File: config.mk
export PLATFORM = sky130hd
export DESIGN_NAME = ps2_mouse_init_ctl
export DESIGN_NICKNAME = d
export VERILOG_FILES = /design/src/rtl/ps2_pkg.sv /design/src/rtl/ps2_timeout_timer.sv /design/src/rtl/ps2_mouse_init_ctl.sv
export SDC_FILE = /design/constraint.sdc
export NUM_CORES = 1
export LEC_CHECK = 0
export ABC_AREA = 1
export BUFFER_PORTS_ARGS = -buffer_cell sky130_fd_sc_hd__buf_4
export CAP_MARGIN = 20
export CORE_AREA = 5 5 92 94
export CTS_BUF_LIST = sky130_fd_sc_hd__clkbuf_8
export CTS_CLUSTER_DIAMETER = 80
export DETAILED_ROUTE_END_ITERATION = 10
export DIE_AREA = 0 0 97 99
export GPL_TIMING_DRIVEN = 0
export PLACE_DENSITY = 0.52
export REMOVE_ABC_BUFFERS = 1
export SYNTH_ARGS = -nofsm -noshare
export SYNTH_HDL_FRONTEND = slang
export SYNTH_HIERARCHICAL = 1
export SYNTH_SLANG_ARGS = --single-unit
File: constraint.sdc
create_clock -name clk -period 2.9 [get_ports clk]
set_input_delay 0.58 -clock clk [delete_from_list [all_inputs] [get_ports clk]]
set_output_delay 0.58 -clock clk [all_outputs]
set_load 0.01 [all_outputs]
File: src/rtl/ps2_pkg.sv
// Shared PS/2 mouse definitions: init sequencer states, protocol bytes and
// the common WAIT_* state step used by the init controller.
package ps2_pkg;

    typedef enum logic [3:0] {
        IDLE,
        SEND_RST,
        WAIT_ACK1,
        WAIT_BAT,
        WAIT_ID,
        SEND_EN,
        WAIT_ACK2,
        DONE,
        RETRY,
        ERROR
    } ps2_init_state_t;

    localparam logic [7:0] PS2_CMD_RESET  = 8'hFF;
    localparam logic [7:0] PS2_CMD_ENABLE = 8'hF4;
    localparam logic [7:0] PS2_ACK        = 8'hFA;
    localparam logic [7:0] PS2_BAT_OK     = 8'hAA;
    localparam logic [7:0] PS2_ID_MOUSE   = 8'h00;
    localparam logic [7:0] PS2_RESEND     = 8'hFE;

    // A received byte (matched or not) counts as an event and beats the
    // watchdog on the same cycle; only the expected byte moves forward.
    function automatic ps2_init_state_t wait_step(
        input ps2_init_state_t cur,
        input ps2_init_state_t on_match,
        input logic [7:0]      expect_byte,
        input logic            rx_valid,
        input logic [7:0]      rx_data,
        input logic            tx_err,
        input logic            expired
    );
        ps2_init_state_t nxt;
        nxt = cur;
        if (tx_err)
            nxt = RETRY;
        else if (rx_valid)
            nxt = (rx_data == expect_byte) ? on_match : RETRY;
        else if (expired)
            nxt = RETRY;
        return nxt;
    endfunction

endpackage

File: src/rtl/ps2_timeout_timer.sv
// Per-state watchdog: counts enabled cycles since the last clear and flags
// the final cycle of the timeout window.
module ps2_timeout_timer #(
    parameter int TIMEOUT_CYCLES = 40_000_000
) (
    input  logic clk,
    input  logic rst,
    input  logic clear,
    input  logic enable,
    output logic expired
);
    localparam int W = (TIMEOUT_CYCLES > 1) ? $clog2(TIMEOUT_CYCLES) : 1;
    localparam logic [W-1:0] LAST = W'(TIMEOUT_CYCLES - 1);

    logic [W-1:0] cnt;

    // Saturate at LAST so a held state cannot wrap back into a fresh window.
    always_ff @(posedge clk) begin
        if (rst || clear)
            cnt <= '0;
        else if (enable && cnt != LAST)
            cnt <= cnt + 1'b1;
    end

    assign expired = enable && (cnt == LAST);

endmodule

File: src/rtl/ps2_mouse_init_ctl.sv
// PS/2 mouse init sequencer: reset the mouse, check BAT/ID, enable
// streaming, retry on failure and latch an error once retries run out.
module ps2_mouse_init_ctl
    import ps2_pkg::*;
#(
    parameter int TIMEOUT_CYCLES = 40_000_000,
    parameter int MAX_RETRY      = 3,
    parameter int RETRY_W        = 2
) (
    input  logic               clk,
    input  logic               rst,
    input  logic               reinit,
    output logic               tx_valid,
    output logic [7:0]         tx_data,
    input  logic               tx_ready,
    input  logic               tx_done,
    input  logic               tx_err,
    input  logic               rx_valid,
    input  logic [7:0]         rx_data,
    output logic               stream_en,
    output logic               init_done,
    output logic               init_err,
    output logic [RETRY_W-1:0] retry_cnt
);
    ps2_init_state_t state, state_nxt;
    logic            timer_en, timer_clr, expired;
    logic            retry_last;
    logic            unused_tx_done;

    assign unused_tx_done = tx_done;
    assign retry_last     = (retry_cnt == RETRY_W'(MAX_RETRY));

    always_ff @(posedge clk) begin
        if (rst)
            state <= IDLE;
        else
            state <= state_nxt;
    end

    always_comb begin
        state_nxt = state;
        case (state)
            IDLE:      state_nxt = SEND_RST;
            SEND_RST: begin
                if (tx_err)        state_nxt = RETRY;
                else if (tx_ready) state_nxt = WAIT_ACK1;
                else if (expired)  state_nxt = RETRY;
            end
            WAIT_ACK1: state_nxt = wait_step(state, WAIT_BAT, PS2_ACK, rx_valid, rx_data, tx_err, expired);
            WAIT_BAT:  state_nxt = wait_step(state, WAIT_ID, PS2_BAT_OK, rx_valid, rx_data, tx_err, expired);
            WAIT_ID:   state_nxt = wait_step(state, SEND_EN, PS2_ID_MOUSE, rx_valid, rx_data, tx_err, expired);
            SEND_EN: begin
                if (tx_err)        state_nxt = RETRY;
                else if (tx_ready) state_nxt = WAIT_ACK2;
                else if (expired)  state_nxt = RETRY;
            end
            WAIT_ACK2: state_nxt = wait_step(state, DONE, PS2_ACK, rx_valid, rx_data, tx_err, expired);
            DONE:      state_nxt = DONE;
            RETRY:     state_nxt = retry_last ? ERROR : SEND_RST;
            ERROR:     state_nxt = ERROR;
            default:   state_nxt = IDLE;
        endcase
        if (reinit)
            state_nxt = SEND_RST;
    end

    always_ff @(posedge clk) begin
        if (rst || reinit)
            retry_cnt <= '0;
        else if (state == RETRY && !retry_last)
            retry_cnt <= retry_cnt + 1'b1;
    end

    // reinit restarts the window even when SEND_RST is re-entered from itself.
    assign timer_en  = (state == SEND_RST) || (state == SEND_EN) || (state == WAIT_ACK1) ||
                       (state == WAIT_BAT) || (state == WAIT_ID) || (state == WAIT_ACK2);
    assign timer_clr = reinit || (state_nxt != state);

    ps2_timeout_timer #(
        .TIMEOUT_CYCLES(TIMEOUT_CYCLES)
    ) u_timer (
        .clk    (clk),
        .rst    (rst),
        .clear  (timer_clr),
        .enable (timer_en),
        .expired(expired)
    );

    always_comb begin
        tx_valid  = 1'b0;
        tx_data   = 8'h00;
        stream_en = 1'b0;
        init_done = 1'b0;
        init_err  = 1'b0;
        case (state)
            SEND_RST: begin
                tx_valid = 1'b1;
                tx_data  = PS2_CMD_RESET;
            end
            SEND_EN: begin
                tx_valid = 1'b1;
                tx_data  = PS2_CMD_ENABLE;
            end
            DONE: begin
                stream_en = 1'b1;
                init_done = 1'b1;
            end
            ERROR:   init_err = 1'b1;
            default: ;
        endcase
    end

endmodule
### Yosys cells after proc, flatten, opt, wreduce, memory -nomap -nowiden

Cells that the tools add are included.

* flip-flop bits (word level): 32
* input port bits: 15
* output and inout bits: 14
* word-level logic and storage cells: 59

* add/sub/neg operators: 2
* equality and inequality tests: 15
* muxes and demuxes: 24
* reduce and logical (&&, ||, !) cells: 15

Operators with widths (count)
* 4-bit 2-to-1 mux: 19
* 4-bit one-hot mux with 10 select lines: 1
* 26-bit by 1-bit adder with 26-bit output, second input constant: 1
* 26-bit == test, second input constant: 1
* 26-bit != test, second input constant: 1
* 4-bit by 3-bit == test with 1-bit output, second input constant: 4
* 8-bit == test, second input constant: 2
* 8-bit one-hot mux with 2 select lines: 1
* 4-bit by 2-bit == test with 1-bit output, second input constant: 2
* 4-bit == test, second input constant: 2
* 8-bit zero test: 1
* 1-bit logical OR: 8
* 4-bit by 1-bit == test with 1-bit output, second input constant: 1
* 4-bit zero test: 1
* 4-bit != test: 1
* 1-bit logical AND: 3
* 1-bit 2-to-1 mux: 3
* 2-bit by 1-bit adder with 2-bit output, second input constant: 1
* 2-bit == test, second input constant: 1
* 2-bit OR reduction: 1
* 1-bit zero test: 1

### Depth between registers and ports, before layout

* word-level depth: 15
* gate-level depth with buffers: 21
* gate-level depth less buffers: 20

### By module

The synthesis kept the hierarchy.

By module, submodules not included
* ps2_timeout_timer: instances 1, cells each 286, area each 1778.0 um2, seq. area each 520.5 um2
* ps2_mouse_init_ctl: instances 1, cells each 135, area each 754.5 um2, seq. area each 120.1 um2

### Worst setup path before layout

No wires, ideal clock.

* path kind: reg-to-reg
* start point: reg state[0]
* end point: reg u_timer.cnt[10]
* setup time: 0.071 ns
* data arrival time: 2.648 ns
* data required time: 2.829 ns
* slack: 0.182 ns
* cell stages (with the launch flop): 18
* buffers on the path: 1
* period minus slack after synthesis: 2.718 ns
* path through: dfxtp_1 nor2_1 inv_2 nor2_2 nor2_1 inv_1 nor2_1 nor2_1 nand2_1 nand3_1 nand2_2 nand4_1 nand2_1 nand4_1 nor2_2 clkinv_1 clkbuf_1 a21oi_1

* cells in the longest elaborated chain, start to end: 15
* elaborated cells on any way between the ends: 35
* classes of those cells: eq/ne: 10; mux: 15; reduce/logical: 10

RTL lines
* start: declaration: RTL line ps2_mouse_init_ctl.sv:25 `ps2_init_state_t state, state_nxt;`
* start signal: assignment: RTL line ps2_mouse_init_ctl.sv:37 `state <= state_nxt;`
* 4-bit by 1-bit == test with 1-bit output or 4-bit by 3-bit == test with 1-bit output (tied branches): RTL line ps2_mouse_init_ctl.sv:75 `assign timer_en = (state == SEND_RST) || (state == SEND_EN) || (state == WAIT_ACK1) ||`
* 1-bit logical OR (3 in series): RTL line ps2_mouse_init_ctl.sv:75
* 1-bit logical OR: RTL line ps2_mouse_init_ctl.sv:76 `(state == WAIT_BAT) || (state == WAIT_ID) || (state == WAIT_ACK2);`
* 1-bit logical OR (*): RTL line ps2_mouse_init_ctl.sv:76
* via timer_en: RTL line ps2_mouse_init_ctl.sv:26 `logic timer_en, timer_clr, expired;`
* 1-bit logical AND (*): RTL line ps2_timeout_timer.sv:25 `assign expired = enable && (cnt == LAST);`
* via expired: RTL line ps2_mouse_init_ctl.sv:26
* 4-bit 2-to-1 mux (*): RTL line ps2_pkg.sv:42, ps2_mouse_init_ctl.sv:47, ps2_mouse_init_ctl.sv:55
* 4-bit 2-to-1 mux (on tied branches): RTL line ps2_pkg.sv:40, ps2_mouse_init_ctl.sv:46, ps2_mouse_init_ctl.sv:54
* 4-bit 2-to-1 mux (on tied branches): RTL line ps2_pkg.sv:38, ps2_mouse_init_ctl.sv:45, ps2_mouse_init_ctl.sv:53
* 4-bit one-hot mux with 10 select lines (*): RTL line ps2_mouse_init_ctl.sv:42 `case (state)`
* 4-bit 2-to-1 mux (*): RTL line ps2_mouse_init_ctl.sv:63 `if (reinit)`
* 4-bit != test (*): RTL line ps2_mouse_init_ctl.sv:77 `assign timer_clr = reinit || (state_nxt != state);`
* 1-bit logical OR (*): RTL line ps2_mouse_init_ctl.sv:77
* via timer_clr: RTL line ps2_mouse_init_ctl.sv:26
* 1-bit logical OR (*): RTL line ps2_timeout_timer.sv:19 `if (rst || clear)`
* end signal: assignment: RTL line ps2_timeout_timer.sv:22 `cnt <= cnt + 1'b1;`
* end: declaration: RTL line ps2_timeout_timer.sv:15 `logic [W-1:0] cnt;`

Mark *: on every way through the listed nets, which the timed path passes. The rest lies on a longest branch.
A chain may end at the register's enable or synchronous reset.

### Worst setup path after layout

* start point: reg u_timer.cnt[0]
* end point: reg u_timer.cnt[12]

* cells in the longest elaborated chain, start to end: 10
* elaborated cells on any way between the ends: 23
* classes of those cells: add/sub: 1; eq/ne: 3; mux: 15; reduce/logical: 4

RTL lines (RTL line)
* 26-bit == test (*): ps2_timeout_timer.sv:25
* 1-bit logical AND (*): ps2_timeout_timer.sv:25
* via expired: ps2_mouse_init_ctl.sv:26
* 4-bit 2-to-1 mux (*): ps2_pkg.sv:42, ps2_mouse_init_ctl.sv:47, ps2_mouse_init_ctl.sv:55
* 4-bit 2-to-1 mux (on tied branches): ps2_pkg.sv:40, ps2_mouse_init_ctl.sv:46, ps2_mouse_init_ctl.sv:54
* 4-bit 2-to-1 mux (on tied branches): ps2_pkg.sv:38, ps2_mouse_init_ctl.sv:45, ps2_mouse_init_ctl.sv:53
* 4-bit one-hot mux with 10 select lines (*): ps2_mouse_init_ctl.sv:42
* 4-bit 2-to-1 mux (*): ps2_mouse_init_ctl.sv:63
* 4-bit != test (*): ps2_mouse_init_ctl.sv:77
* 1-bit logical OR (*): ps2_mouse_init_ctl.sv:77
* via timer_clr: ps2_mouse_init_ctl.sv:26
* 1-bit logical OR (*): ps2_timeout_timer.sv:19

Marked as above.

==> metrics.txt <==
GRT overflow=0; Worst VDD drop=0.0001205 V; cells on worst reg2reg path=21; worst hold slack=480.3 ps; status=complete, no violations; post-route cell area=2939 um^2; Pleak=1.135 nW; largest net degree at the start of global routing=22; DR vias=2,558; area grow syn2layout=16.06%; nets=460; initial antenna violation count=0; Yosys reg bits=32; H-tree Lvls=2; crit path kind=register to register; dpl ws=-1227 ps; Clock Path Buffers=2; Core ar.=7567 um^2; setup slack, reg-to-reg=230 ps; WHS Path Cells=2; Max-Cap Viols=0; DRT antenna net count=0; IO Count=29; row count=32; Synth Instances=421; die span in y=99 um; Final Instance Count excl. Fillers=546; ratio of cells with drive above 1 in the final layout=19.14%; Routed wire per std cell=12.01 um; R2R Path Start=u_timer/cnt[0]; post-layout minimum cycle time=2671 ps; die area=9603 um^2; hold_sp=retry_cnt[1]; Total Neg Setup Slack=0 ps; GPL Wtd Cong=0.8845; CTS buffer count=5; Slew Limit Fails=0; Yosys cell types=32; Fin Clk Skew=3.662 ps; Seq/Total Area, Yosys=25.30%; worst flop-to-flop path endpoint=u_timer/cnt[12]; Worst EP required=3120 ps; Slew headroom=64.23%; PnR worst setup slack=229.1 ps; Synth Cell Area=2532 um^2; fill count=835; Worst setup SP type=register; number of DRC markers in iteration 0=123; Max Clk Rate=374.4 MHz; final period utilization=92.10%; placed wire-length estimate=4902 um; first-pass GRT wire length=11,140 um; Inserted Diodes=0; Port-buffer cells=27; DRC viols=0; final wirelength=6560 um; Final Hold Fails=0; Reg clk slew, reported paths=70 ps; Area after DPL=2746 um^2; min-delay worst type=register to register; CTS tree=built; vias per cell=4.685; worst-skew pair later-pin latency=280 ps; Mapped Avg Cell Area=6.015 um^2; crit-path max FO=9; Inst Count DP=534; chip width=97 um; Arr. time, crit path=2890 ps; Root Driver=clkbuf_8; synth warn=6; DRT Pass-1 Iters=4; PwrDens=324.6 nW/um^2; crit path capture type=register; setup violators final=0; Clock Sinks=32; initial core utilization=33.47%; vias in the first global route=2,484; gr usage total=13.76%; Min-Delay Endpoint=retry_cnt[1]; worst slew pin tran=535.4 ps
[power by group]
part | internal, W | total, W | switching, W
combinational | 0.0000540 | 0.000144 | 0.0000901
clock | 0.000189 | 0.000361 | 0.000172
sequential | 0.000443 | 0.000449 | 0.00000612
[worst max-delay path, cell delays in order (launching register included)]
cell and delay (ps):
dfxtp_1 360, ha_4 190, inv_1 90, nor2_4 60, nand2_4 110, inv_1 100
nand3_2 100, nor2_4 50, nor2_2 100, nor2_1 60, nor2_2 140, nand2_1 70
nand2_1 50, nand2_1 60, nor2_2 130, nand2_1 90, a21oi_2 140, nand4_1 160
nor2_4 230, buf_6 140, inv_4 60, a21oi_1 100
[per-stage QoR]
step / total power, W / util [%]
2_1_floorplan: 0.0005324 / -
3_3_place_gp: 0.0005899 / 36.29
3_5_place_dp: 0.0005899 / 36.29
4_1_cts: 0.0009623 / 37.95
5_1_grt: 0.0009961 / 38.84
6_report: 0.0009541 / 38.84
[cell type report]
cell class / instances / area (um^2) / area share, %
clock buffers: 6 / 82.58 / 2.810
repair buffers: 30 / 232.7 / 7.918
inverters: 45 / 173.9 / 5.917
well taps: 102 / 127.6 / 4.342
clock inverters: 2 / 10.01 / 0.3406
repair inverters: 1 / 6.256 / 0.2129
multi-input cells: 328 / 1659 / 56.45
flip-flops and latches: 32 / 646.9 / 22.01
[worst max-delay path by stage]
stage / endpoint / start / slack [ps]
after floorplan: u_timer/cnt[10] / state[0] / -120
final: u_timer/cnt[12] / u_timer/cnt[0] / 230
after global routing: u_timer/cnt[0] / u_timer/cnt[0] / -20
after detailed placement: u_timer/cnt[5] / state[0] / -1230
after CTS: u_timer/cnt[5] / state[0] / 40
after global placement: u_timer/cnt[24] / state[0] / -1160
[placed cells by master, fill, tap and decap left out, types with 9 or more instances in the layout]
cell type	Yosys	layout
nand2_1	120	120
nor2_1	77	74
inv_1	38	37
buf_4	8	28
dfxtp_1	32	27
nand3_1	24	23
nand4_1	22	22
a21oi_1	18	17
nor2_4	5	9
xor2_1	9	9
[routing by layer]
metal	vias to the layer above	share of wire (%)	GRT usage, %	wire length, um
li1	1377	-	-	-
met1	1131	47	16.79	3114
met2	46	48	24.36	3158
met3	4	3.6	2.265	233
met4	0	0.81	4.968	53
met5	-	0	0	0
[cells in the mapped netlist]
library cell / instances / area share [%]
nand2_1: 120 / 18
nor2_1: 77 / 11
inv_1: 38 / 5.6
dfxtp_1: 32 / 25
nand3_1: 24 / 4.7
nand4_1: 22 / 5.4
a21oi_1: 18 / 3.6
xor2_1: 9 / 3.1
buf_4: 8 / 2.4
nor2_2: 8 / 2.0
nor3_1: 8 / 1.6
nand2_2: 7 / 1.7
inv_2: 6 / 0.89
nor2_4: 5 / 2.2
o21ai_1: 5 / 0.99
xnor2_1: 5 / 1.7
o21ai_0: 4 / 0.79
buf_2: 3 / 0.59
buf_6: 3 / 1.3
a211oi_1: 2 / 0.59
clkbuf_1: 2 / 0.30
ha_1: 2 / 0.99
nand2_4: 2 / 0.89
nand3_2: 2 / 0.79
nand3b_1: 2 / 0.59
a21oi_4: 1 / 0.64
a31oi_1: 1 / 0.25
clkinv_1: 1 / 0.15
nor2_8: 1 / 0.79
nor4_1: 1 / 0.25
o311ai_1: 1 / 0.35
or2_0: 1 / 0.25
[cell families (layout without fill, tap and decap cells)]
| family | Yosys count | after routing | share of synthesized area (%) |
|---|---|---|---|
| compound gates | 32 | 32 | 7.164 |
| simple gates | 280 | 280 | 50.44 |
| xor+xnor | 14 | 14 | 4.842 |
| buf+inv | 61 | 84 | 11.26 |
| flops | 32 | 32 | 25.30 |
| fa+ha+maj | 2 | 2 | 0.9880 |
[state kept, by name (all words and copies together) (netlist names)]
signal       cells
state            4
retry_cnt        2
u_timer/cnt     26
[what timing repair did]
item                       in CTS  in global routing
buffers inserted                2                  1
setup endpoints to repair      26                 26
hold buffers                    0                  0
gates cloned                    0                  1
hold endpoints to repair        0                  0
pin swaps                       1                  3
gates resized for setup         5                 19
(Power assumes the default switching activity.)
